$ cat config.mk
export PLATFORM = sky130hd
export DESIGN_NAME = wb_cmd_initiator
export DESIGN_NICKNAME = d
export VERILOG_FILES = /design/src/rtl/wb_init_pkg.sv /design/src/rtl/wb_timeout_counter.sv /design/src/rtl/wb_cmd_initiator.sv
export SDC_FILE = /design/constraint.sdc
export NUM_CORES = 1
export LEC_CHECK = 0
export ABC_AREA = 1
export CORE_MARGIN = 2
export CORE_UTILIZATION = 40
export DETAILED_ROUTE_END_ITERATION = 8
export PLACE_DENSITY_LB_ADDON = 0.12
export SLEW_MARGIN = 20
export SYNTH_ARGS = -nofsm -noshare
export SYNTH_HDL_FRONTEND = slang
export SYNTH_SLANG_ARGS = --single-unit
$ cat constraint.sdc
create_clock -name wb_clk_i -period 1.6 [get_ports wb_clk_i]
set_input_delay 0.4 -clock wb_clk_i [delete_from_list [all_inputs] [get_ports wb_clk_i]]
set_output_delay 0.4 -clock wb_clk_i [all_outputs]
set_load 0.02 [all_outputs]
$ cat src/rtl/wb_init_pkg.sv
// Shared definitions for the Wishbone command initiator.
// Contents: FSM state enum, default bus widths and the data value
// returned on an error response.
package wb_init_pkg;

  typedef enum logic [1:0] {
    IDLE = 2'd0,
    BUS  = 2'd1,
    RESP = 2'd2
  } state_t;

  localparam int DEF_ADR_W = 32;
  localparam int DEF_DAT_W = 32;

  localparam logic [DEF_DAT_W-1:0] ERR_RSP_DAT = '0;

endpackage

$ cat src/rtl/wb_timeout_counter.sv
// Strobe-cycle watchdog for the initiator.
// Ports:
//   clk, rst_n - clock and asynchronous active-low reset
//   clear      - reload the timer (command accept)
//   enable     - a strobe cycle is in progress
//   expired    - high during the TIMEOUT-th strobe cycle without reload
// A TIMEOUT of 0 ties expired low and removes the timer.
module wb_timeout_counter #(
  parameter int TIMEOUT = 255
) (
  input  logic clk,
  input  logic rst_n,
  input  logic clear,
  input  logic enable,
  output logic expired
);

  generate
    if (TIMEOUT == 0) begin : g_off
      assign expired = 1'b0;
    end else begin : g_on
      localparam int TW = (TIMEOUT > 1) ? $clog2(TIMEOUT) : 1;
      localparam logic [TW-1:0] LOAD = TW'(TIMEOUT - 1);

      logic [TW-1:0] cnt;

      // Down-counter: reaching zero marks the last permitted strobe cycle.
      always_ff @(posedge clk or negedge rst_n) begin
        if (!rst_n) begin
          cnt <= LOAD;
        end else if (clear) begin
          cnt <= LOAD;
        end else if (enable && (cnt != '0)) begin
          cnt <= cnt - TW'(1);
        end
      end

      assign expired = enable && (cnt == '0);
    end
  endgenerate

endmodule

$ cat src/rtl/wb_cmd_initiator.sv
// Wishbone classic single-transfer initiator.
// Takes one command over cmd_valid/cmd_ready, runs one bus cycle, and
// returns read data or a timeout error over rsp_valid/rsp_ready.
// Ports:
//   wb_clk_i, wb_rst_ni          - clock, asynchronous active-low reset
//   cmd_valid/ready/we/adr/dat/sel - command interface
//   wbm_cyc/stb/we/adr/dat/sel_o - registered Wishbone master outputs
//   wbm_ack_i, wbm_dat_i         - slave acknowledge and read data
//   rsp_valid/ready/dat/err      - response interface
//   txn_count                    - acked transfers, wrapping
//   err_count                    - timeouts, saturating
//
// state | meaning
// IDLE  | ready for a command, bus idle
// BUS   | cyc/stb asserted, waiting for ack or timeout
// RESP  | response held until consumed
module wb_cmd_initiator
  import wb_init_pkg::*;
#(
  parameter int ADR_W   = DEF_ADR_W,
  parameter int DAT_W   = DEF_DAT_W,
  parameter int TIMEOUT = 255,
  parameter int CNT_W   = 16
) (
  input  logic               wb_clk_i,
  input  logic               wb_rst_ni,
  input  logic               cmd_valid,
  output logic               cmd_ready,
  input  logic               cmd_we,
  input  logic [ADR_W-1:0]   cmd_adr,
  input  logic [DAT_W-1:0]   cmd_dat,
  input  logic [DAT_W/8-1:0] cmd_sel,
  output logic               wbm_cyc_o,
  output logic               wbm_stb_o,
  output logic               wbm_we_o,
  output logic [ADR_W-1:0]   wbm_adr_o,
  output logic [DAT_W-1:0]   wbm_dat_o,
  output logic [DAT_W/8-1:0] wbm_sel_o,
  input  logic               wbm_ack_i,
  input  logic [DAT_W-1:0]   wbm_dat_i,
  output logic               rsp_valid,
  input  logic               rsp_ready,
  output logic [DAT_W-1:0]   rsp_dat,
  output logic               rsp_err,
  output logic [CNT_W-1:0]   txn_count,
  output logic [CNT_W-1:0]   err_count
);

  localparam int SEL_W = DAT_W / 8;

  state_t             state_q, state_d;
  logic               cyc_q, cyc_d;
  logic               stb_q, stb_d;
  logic               we_q, we_d;
  logic [ADR_W-1:0]   adr_q, adr_d;
  logic [DAT_W-1:0]   dat_q, dat_d;
  logic [SEL_W-1:0]   sel_q, sel_d;
  logic               rsp_valid_q, rsp_valid_d;
  logic [DAT_W-1:0]   rsp_dat_q, rsp_dat_d;
  logic               rsp_err_q, rsp_err_d;
  logic [CNT_W-1:0]   txn_q, txn_d;
  logic [CNT_W-1:0]   err_q, err_d;
  logic               accept;
  logic               expired;

  assign cmd_ready = (state_q == IDLE);
  assign accept    = cmd_valid && cmd_ready;

  wb_timeout_counter #(
    .TIMEOUT (TIMEOUT)
  ) u_timeout (
    .clk     (wb_clk_i),
    .rst_n   (wb_rst_ni),
    .clear   (accept),
    .enable  (state_q == BUS),
    .expired (expired)
  );

  always_ff @(posedge wb_clk_i or negedge wb_rst_ni) begin
    if (!wb_rst_ni) begin
      state_q     <= IDLE;
      cyc_q       <= 1'b0;
      stb_q       <= 1'b0;
      we_q        <= 1'b0;
      adr_q       <= '0;
      dat_q       <= '0;
      sel_q       <= '0;
      rsp_valid_q <= 1'b0;
      rsp_dat_q   <= '0;
      rsp_err_q   <= 1'b0;
      txn_q       <= '0;
      err_q       <= '0;
    end else begin
      state_q     <= state_d;
      cyc_q       <= cyc_d;
      stb_q       <= stb_d;
      we_q        <= we_d;
      adr_q       <= adr_d;
      dat_q       <= dat_d;
      sel_q       <= sel_d;
      rsp_valid_q <= rsp_valid_d;
      rsp_dat_q   <= rsp_dat_d;
      rsp_err_q   <= rsp_err_d;
      txn_q       <= txn_d;
      err_q       <= err_d;
    end
  end

  always_comb begin
    state_d     = state_q;
    cyc_d       = cyc_q;
    stb_d       = stb_q;
    we_d        = we_q;
    adr_d       = adr_q;
    dat_d       = dat_q;
    sel_d       = sel_q;
    rsp_valid_d = rsp_valid_q;
    rsp_dat_d   = rsp_dat_q;
    rsp_err_d   = rsp_err_q;
    txn_d       = txn_q;
    err_d       = err_q;

    case (state_q)
      IDLE: begin
        if (cmd_valid) begin
          we_d    = cmd_we;
          adr_d   = cmd_adr;
          dat_d   = cmd_dat;
          sel_d   = cmd_sel;
          cyc_d   = 1'b1;
          stb_d   = 1'b1;
          state_d = BUS;
        end
      end
      BUS: begin
        // Ack is checked first so a last-cycle ack still completes normally.
        if (wbm_ack_i) begin
          cyc_d       = 1'b0;
          stb_d       = 1'b0;
          rsp_dat_d   = we_q ? '0 : wbm_dat_i;
          rsp_err_d   = 1'b0;
          rsp_valid_d = 1'b1;
          txn_d       = txn_q + CNT_W'(1);
          state_d     = RESP;
        end else if (expired) begin
          cyc_d       = 1'b0;
          stb_d       = 1'b0;
          rsp_dat_d   = DAT_W'(ERR_RSP_DAT);
          rsp_err_d   = 1'b1;
          rsp_valid_d = 1'b1;
          if (err_q != '1) begin
            err_d = err_q + CNT_W'(1);
          end
          state_d     = RESP;
        end
      end
      RESP: begin
        if (rsp_ready) begin
          rsp_valid_d = 1'b0;
          state_d     = IDLE;
        end
      end
      default: begin
        state_d = IDLE;
        cyc_d   = 1'b0;
        stb_d   = 1'b0;
      end
    endcase
  end

  assign wbm_cyc_o = cyc_q;
  assign wbm_stb_o = stb_q;
  assign wbm_we_o  = we_q;
  assign wbm_adr_o = adr_q;
  assign wbm_dat_o = dat_q;
  assign wbm_sel_o = sel_q;
  assign rsp_valid = rsp_valid_q;
  assign rsp_dat   = rsp_dat_q;
  assign rsp_err   = rsp_err_q;
  assign txn_count = txn_q;
  assign err_count = err_q;

endmodule

==> flow_summary.yaml, run 1 <==
timing:
  fin_crit_ps: 1590
  worst_pin_slew_ps: 430
  setup-tns-final_ps: 0
  finalSetupViolCount: 0
  final-hold-violation-count: 0
  skew_ps: 6.69
  timing.fmax_mhz: 630
  slew_viol_final: 0
  slew_headroom_pct: 71.3
  rsz0062_at_grt: "true"
  finalCritPeriodShare_pct: 99.2
grt:
  grt_pass1_wl_mm: 29.4
  grt.overflow.total: 0
  grt_pass1_vias: 5973
  grt_max_degree: 41
  grtUsageTotal_pct: 20.9
  antenna_found_initial: 0
worst_setup_path:
  r2r-start: "u_timeout.g_on.cnt[1]"
  cp_max_fo: 8
  max_stage_delay_ps: 550
  worstSetupPathType: "reg -> reg"
  r2r_slack_ps: 10
  path_cells: "inv_2 > ha_4 > nand3_4 > nor2_4 > o21ai_4 > buf_12 > clkbuf_16 > nand2_2 > o21ai_2"
  critPathArrivalTime_ps: 1930
  reg2reg_depth: 9
  critPathCaptureType: "flip-flop"
  cp-start-kind: "flip-flop"
  r2r_end: "rsp_dat[14]"
  crit_slowest_cell: "dfstp_2"
  required_ps: 1940
place:
  post-place-cells: 1274
  hpwl_mm: 12.7
  io_buffers: 243
  place_congestion: 0.863
clock_network:
  clock_path_buffers: 2
  cts_tree: "done"
  insertion_delay_ps: 420
  cts_sinks: 146
  root_buffer: "clkbuf_16"
  cts_buffers: 17
  clk_pin_slew_ps: 60
  htreeDepth: 4
synthesis:
  synth_seq_area_share_pct: 55.7
  yosys_warnings: 0
  avgSynthCellArea_um2: 8.31
  synth.distinct_cells: 28
  syn_inst: 791
  syn_area_mm2: 0.00657
  synth_seq_cells: 146
  synth_fp_nets: 901
detailed_routing:
  drc: 0
  wirelength_mm: 17.9
  num_vias: 6031
  first_iter_violations: 202
  wl_per_cell_um: 13.6
  dr.max_layer_used: "met4"
  via_per_inst: 4.59
  met3WireLength_mm: 1.50
  routedLengthMet1_mm: 7.35
  wl_met2_mm: 8.70
  antenna_left: 0
  drt_first_pass_iters: 4
status:
  status: "finished clean"
finish:
  layout_common_cells: "377 x nand2_1, 130 x dfrtp_1, 116 x dlygate4sd2_1, 104 x clkdlybuf4s50_1, 68 x inv_1"
  final_common_cell: "nand2_1"
  final_core_util_pct: 64.5
  regArea_mm2: 0.00367
  multiInputGateArea_mm2: 0.00258
  layout.nets: 1194
  fillers: 1458
  drive_above_1_share_pct: 17.0
  area.growth.synth_to_final_pct: 56.9
  antenna-diode-count: 0
  instances_no_fill: 1313
power:
  clock_power_share_pct: 22.9
  p_comb_share_pct: 43.3
  switchingPower_mw: 7.03
  power_frac_seq_pct: 33.8
  p_leak_nw: 5.41
  worst_ir_drop_vdd_v: 0.000908
  power_density_mw_per_mm2: 1740
  intPower_mw: 10.9
  swShare_pct: 39.1
floorplanning:
  start_util_pct: 41.1
  core_mm2: 0.0160
  rows: 46
  ioPinCount: 244
  chipWidth_um: 132
  fp.dieH_um: 132
  dieArea_mm2: 0.0175
worst_hold_path:
  min_to: "rsp_dat[6]"
  hold_path_class: "reg -> reg"
  whs_path_depth: 2
  min_from: "rsp_dat[6]"
run:
  cap_viol_max_count: 0
power groups by stage:
stage / logic, mW / registers, mW / clock network [mW]
global route: 8.51 / 6.26 / 4.40
CTS: 7.55 / 6.05 / 4.21
finish: 7.78 / 6.07 / 4.12
global placement: 8.34 / 6.10 / 0
floorplan: 2.56 / 7.68 / 0
detailed placement: 8.46 / 6.10 / 0
critical path, delay by kind of cell, from the launching register on:
family / cells / cell delay, ps
DFF: 1 / 550
buffers and inverters: 3 / 380
AOI/OAI and AO/OA: 2 / 220
and+or+nand+nor: 3 / 200
adders and majority gates: 1 / 160
registers in the layout, indices dropped and copies added, names as in the netlist:
signal,count
rsp_dat,32
wbm_adr_o,32
wbm_dat_o,32
err_count,16
txn_count,16
u_timeout.g_on.cnt,8
wbm_sel_o,4
state_q,2
rsp_err,1
rsp_valid,1
wbm_stb_o,1
wbm_we_o,1
repair_timing:
| item | CTS | global route |
|---|---|---|
| setup endpoints to repair | 139 | 74 |
| endpoints found under the hold margin | 36 | 0 |
| hold buffers | 1 | 0 |
| pin swaps | 0 | 3 |
| cloned | 0 | 5 |
| gates resized for setup | 165 | 49 |
| buffers inserted | 0 | 1 |
layer usage:
layer  global-route usage, %  vias to the layer above
met5                       0                        -
met4                    6.93                        0
met3                    8.38                       26
met2                    34.5                      181
met1                    25.0                     2819
li1                        -                     3005
how the worst max path moves through the flow:
stage	end	cells after the start	startpoint
3_5_place_dp	err_count[11]	8	wbm_ack_i
6_report	rsp_dat[14]	9	u_timeout.g_on.cnt[1]
4_1_cts	err_count[11]	1	err_count[11]
5_1_grt	rsp_dat[14]	9	u_timeout.g_on.cnt[1]
2_1_floorplan	wbm_adr_o[10]	6	state_q[1]
3_3_place_gp	rsp_dat[15]	7	wbm_ack_i
through the flow:
stage	instance area, µm²	setup WS [ps]	total power [mW]	hold slack (ps)
3_3_place_gp	9660	-164	14.4	357
3_5_place_dp	9660	-194	14.6	357
5_1_grt	10300	-67.9	19.2	489
6_report	10300	12.2	18.0	471
2_1_floorplan	6580	25.8	10.2	104
4_1_cts	10100	1.57	17.8	476
cell usage after synthesis:
cell type,n,area [µm²]
a21oi_1,1,5.00
buf_2,14,70.1
buf_4,1,7.51
buf_6,5,56.3
clkbuf_1,4,15.0
dfrtp_1,139,3480
dfstp_2,7,184
ha_1,4,50.1
inv_1,69,259
inv_2,5,18.8
nand2_1,387,1450
nand2_2,3,18.8
nand3_1,20,100
nand3_2,1,10.0
nand3b_1,1,7.51
nand4_1,9,56.3
nor2_1,41,154
nor2_2,4,25.0
nor2_4,2,22.5
nor2_8,1,20.0
nor3_2,2,20.0
o21ai_0,20,100
o21ai_2,31,272
o21bai_1,1,7.51
or2_2,1,6.26
or2_4,1,8.76
xnor2_1,8,70.1
xor2_1,9,78.8
area by class of cell:
| type | count | area share (%) |
|---|---|---|
| inverter | 74 | 2.69 |
| tap | 216 | 2.62 |
| clock inverter | 12 | 1.50 |
| clock buffer | 20 | 4.43 |
| sequential | 146 | 35.6 |
| multi-input combinational | 547 | 25.1 |
| timing repair buffer | 298 | 28.1 |
cells by family (layout without fill, tap and decap cells):
logic type / after synthesis / in the layout / share of synthesized area, %
xor+xnor: 17 / 17 / 2.27
flops: 146 / 146 / 55.7
buf+inv: 98 / 404 / 6.49
fa+ha+maj: 4 / 4 / 0.761
simple gates: 473 / 473 / 28.9
compound gates: 53 / 53 / 5.84
No activity file was read; power rests on OpenSTA's default activity.
==> inputs of run 2 (changes only) <==
--- a/config.mk
+++ b/config.mk
@@ -10,6 +10,7 @@
 export CORE_UTILIZATION = 40
 export DETAILED_ROUTE_END_ITERATION = 8
 export PLACE_DENSITY_LB_ADDON = 0.12
+export RECOVER_POWER = 100
 export SLEW_MARGIN = 20
 export SYNTH_ARGS = -nofsm -noshare
 export SYNTH_HDL_FRONTEND = slang
==> run 2 against run 1 <==
  * Hold slack better by 0.66 ps
  * Highest routed layer unchanged
  * Worst setup slack worse by 1.9 ps
  * Cell count unchanged
  * Clock skew about the same
  * Non-clock buffer count unchanged
  * First-iteration DRC count down 5.0%
  * Critical path type unchanged
  * Critical path depth unchanged
==> flow_summary.yaml, run 2 (synthesized netlist as in run 1, its figures left out) <==
status:
  status: "finished clean"
finish:
  area.growth.synth_to_final_pct: 55.8
  antenna-diode-count: 0
  fillers: 1471
  layout.nets: 1194
  final_common_cell: "nand2_1"
  instances_no_fill: 1313
  drive_above_1_share_pct: 15.5
  layout_common_cells: "378 x nand2_1, 130 x dfrtp_1, 116 x dlygate4sd2_1, 104 x clkdlybuf4s50_1, 69 x inv_1"
power:
  p_comb_share_pct: 43.1
  clock_power_share_pct: 23.0
  intPower_mw: 10.9
  power_frac_seq_pct: 33.9
  p_leak_nw: 5.34
  switchingPower_mw: 7.02
  power_density_mw_per_mm2: 1750
  swShare_pct: 39.2
  worst_ir_drop_vdd_v: 0.000897
  power_mw: 17.9
timing:
  fin_crit_ps: 1590
  finalCritPeriodShare_pct: 99.4
  rsz0062_at_grt: "true"
  slew_viol_final: 0
  timing.fmax_mhz: 629
  finalSetupViolCount: 0
  slew_headroom_pct: 60.0
  worst_pin_slew_ps: 601
  final-hold-violation-count: 0
  setup-tns-final_ps: 0
  skew_ps: 6.52
place:
  hpwl_mm: 12.7
  io_buffers: 243
  post-place-cells: 1274
  place_congestion: 0.863
detailed_routing:
  drt_first_pass_iters: 4
  via_per_inst: 4.60
  drc: 0
  antenna_left: 0
  wirelength_mm: 17.9
  wl_per_cell_um: 13.6
  first_iter_violations: 192
  num_vias: 6042
clock_network:
  cts_tree: "done"
  clock_path_buffers: 2
  cts_sinks: 146
  cts_buffers: 17
  htreeDepth: 4
  clk_pin_slew_ps: 60
  root_buffer: "clkbuf_16"
  insertion_delay_ps: 420
grt:
  grt.overflow.total: 0
  grt_pass1_wl_mm: 29.4
  grtUsageTotal_pct: 20.9
  antenna_found_initial: 0
  grt_max_degree: 41
  grt_pass1_vias: 5973
worst_setup_path:
  critPathArrivalTime_ps: 1930
  worstSetupPathType: "reg -> reg"
  critPathCaptureType: "flip-flop"
  reg2reg_depth: 9
  cp_max_fo: 8
  cp-start-kind: "flip-flop"
  required_ps: 1940
run:
  cap_viol_max_count: 0
floorplanning:
  dieArea_mm2: 0.0175
  start_util_pct: 41.1
  fp.dieH_um: 132
  core_mm2: 0.0160
  rows: 46
  ioPinCount: 244
  chipWidth_um: 132
worst_hold_path:
  hold_path_class: "reg -> reg"
  whs_path_depth: 2
==> run 2: per-stage QoR <==
stage	hold WS (ps)	instance area [µm²]	util, %	setup slack [ps]
floorplan	104	6580	-	25.8
detailed placement	357	9660	60.4	-194
finish	472	10200	64.0	10.3
CTS	476	10100	63.4	1.57
global route	489	10200	64.0	-67.9
global placement	357	9660	60.4	-164
==> run 2: layout make-up <==
cell class	instances	area (µm²)	share of cell area, %
clock inverter	12	155	1.51
inverter	74	278	2.71
multi-input combinational	547	2580	25.2
timing repair buffer	298	2830	27.6
clock buffer	20	457	4.46
tap	216	270	2.64
sequential	146	3670	35.9
==> run 2: what timing repair did <==
| action | 4_1_cts | 5_1_grt |
|---|---|---|
| endpoints found under the setup margin | 139 | 74 |
| setup buffers | 0 | 1 |
| pin swaps | 0 | 3 |
| resized for setup | 165 | 49 |
| hold buffers | 1 | 0 |
| cloned | 0 | 5 |
| endpoints found under the hold margin | 36 | 0 |
==> run 2: layer usage <==
layer,GRT usage (%),vias up,share of wire [%]
li1,-,3004,-
met3,8.38,26,8.4
met5,0,-,0
met2,34.5,192,49
met1,25.0,2820,41
met4,6.93,0,2.1
==> run 2: power by group through the flow <==
stage | logic [mW] | clock network [mW] | registers (mW)
after global placement | 8.34 | 0 | 6.10
after CTS | 7.55 | 4.21 | 6.05
after floorplan | 2.56 | 0 | 7.68
after detailed placement | 8.46 | 0 | 6.10
final | 7.70 | 4.12 | 6.07
after global routing | 8.43 | 4.40 | 6.26
==> run 2: critical path, stage by stage, from the launching register on <==
cell       delay (ps)
dfstp_2           550
inv_2              60
ha_4              160
nand3_4            90
nor2_4             50
o21ai_4           160
buf_12            160
clkbuf_16         170
nand2_2            60
o21ai_2            60
==> run 2: final timing paths <==
check	to	startpoint	slack [ps]
worst max-delay path	rsp_dat[14]	u_timeout.g_on.cnt[1]	10
worst min-delay path	rsp_dat[6]	rsp_dat[6]	470
worst max register to register	rsp_dat[14]	u_timeout.g_on.cnt[1]	10
worst min register to register	rsp_dat[6]	rsp_dat[6]	470
max in group asynchronous	u_timeout.g_on.cnt[5]	wb_rst_ni	180
min in group asynchronous	err_count[9]	wb_rst_ni	560
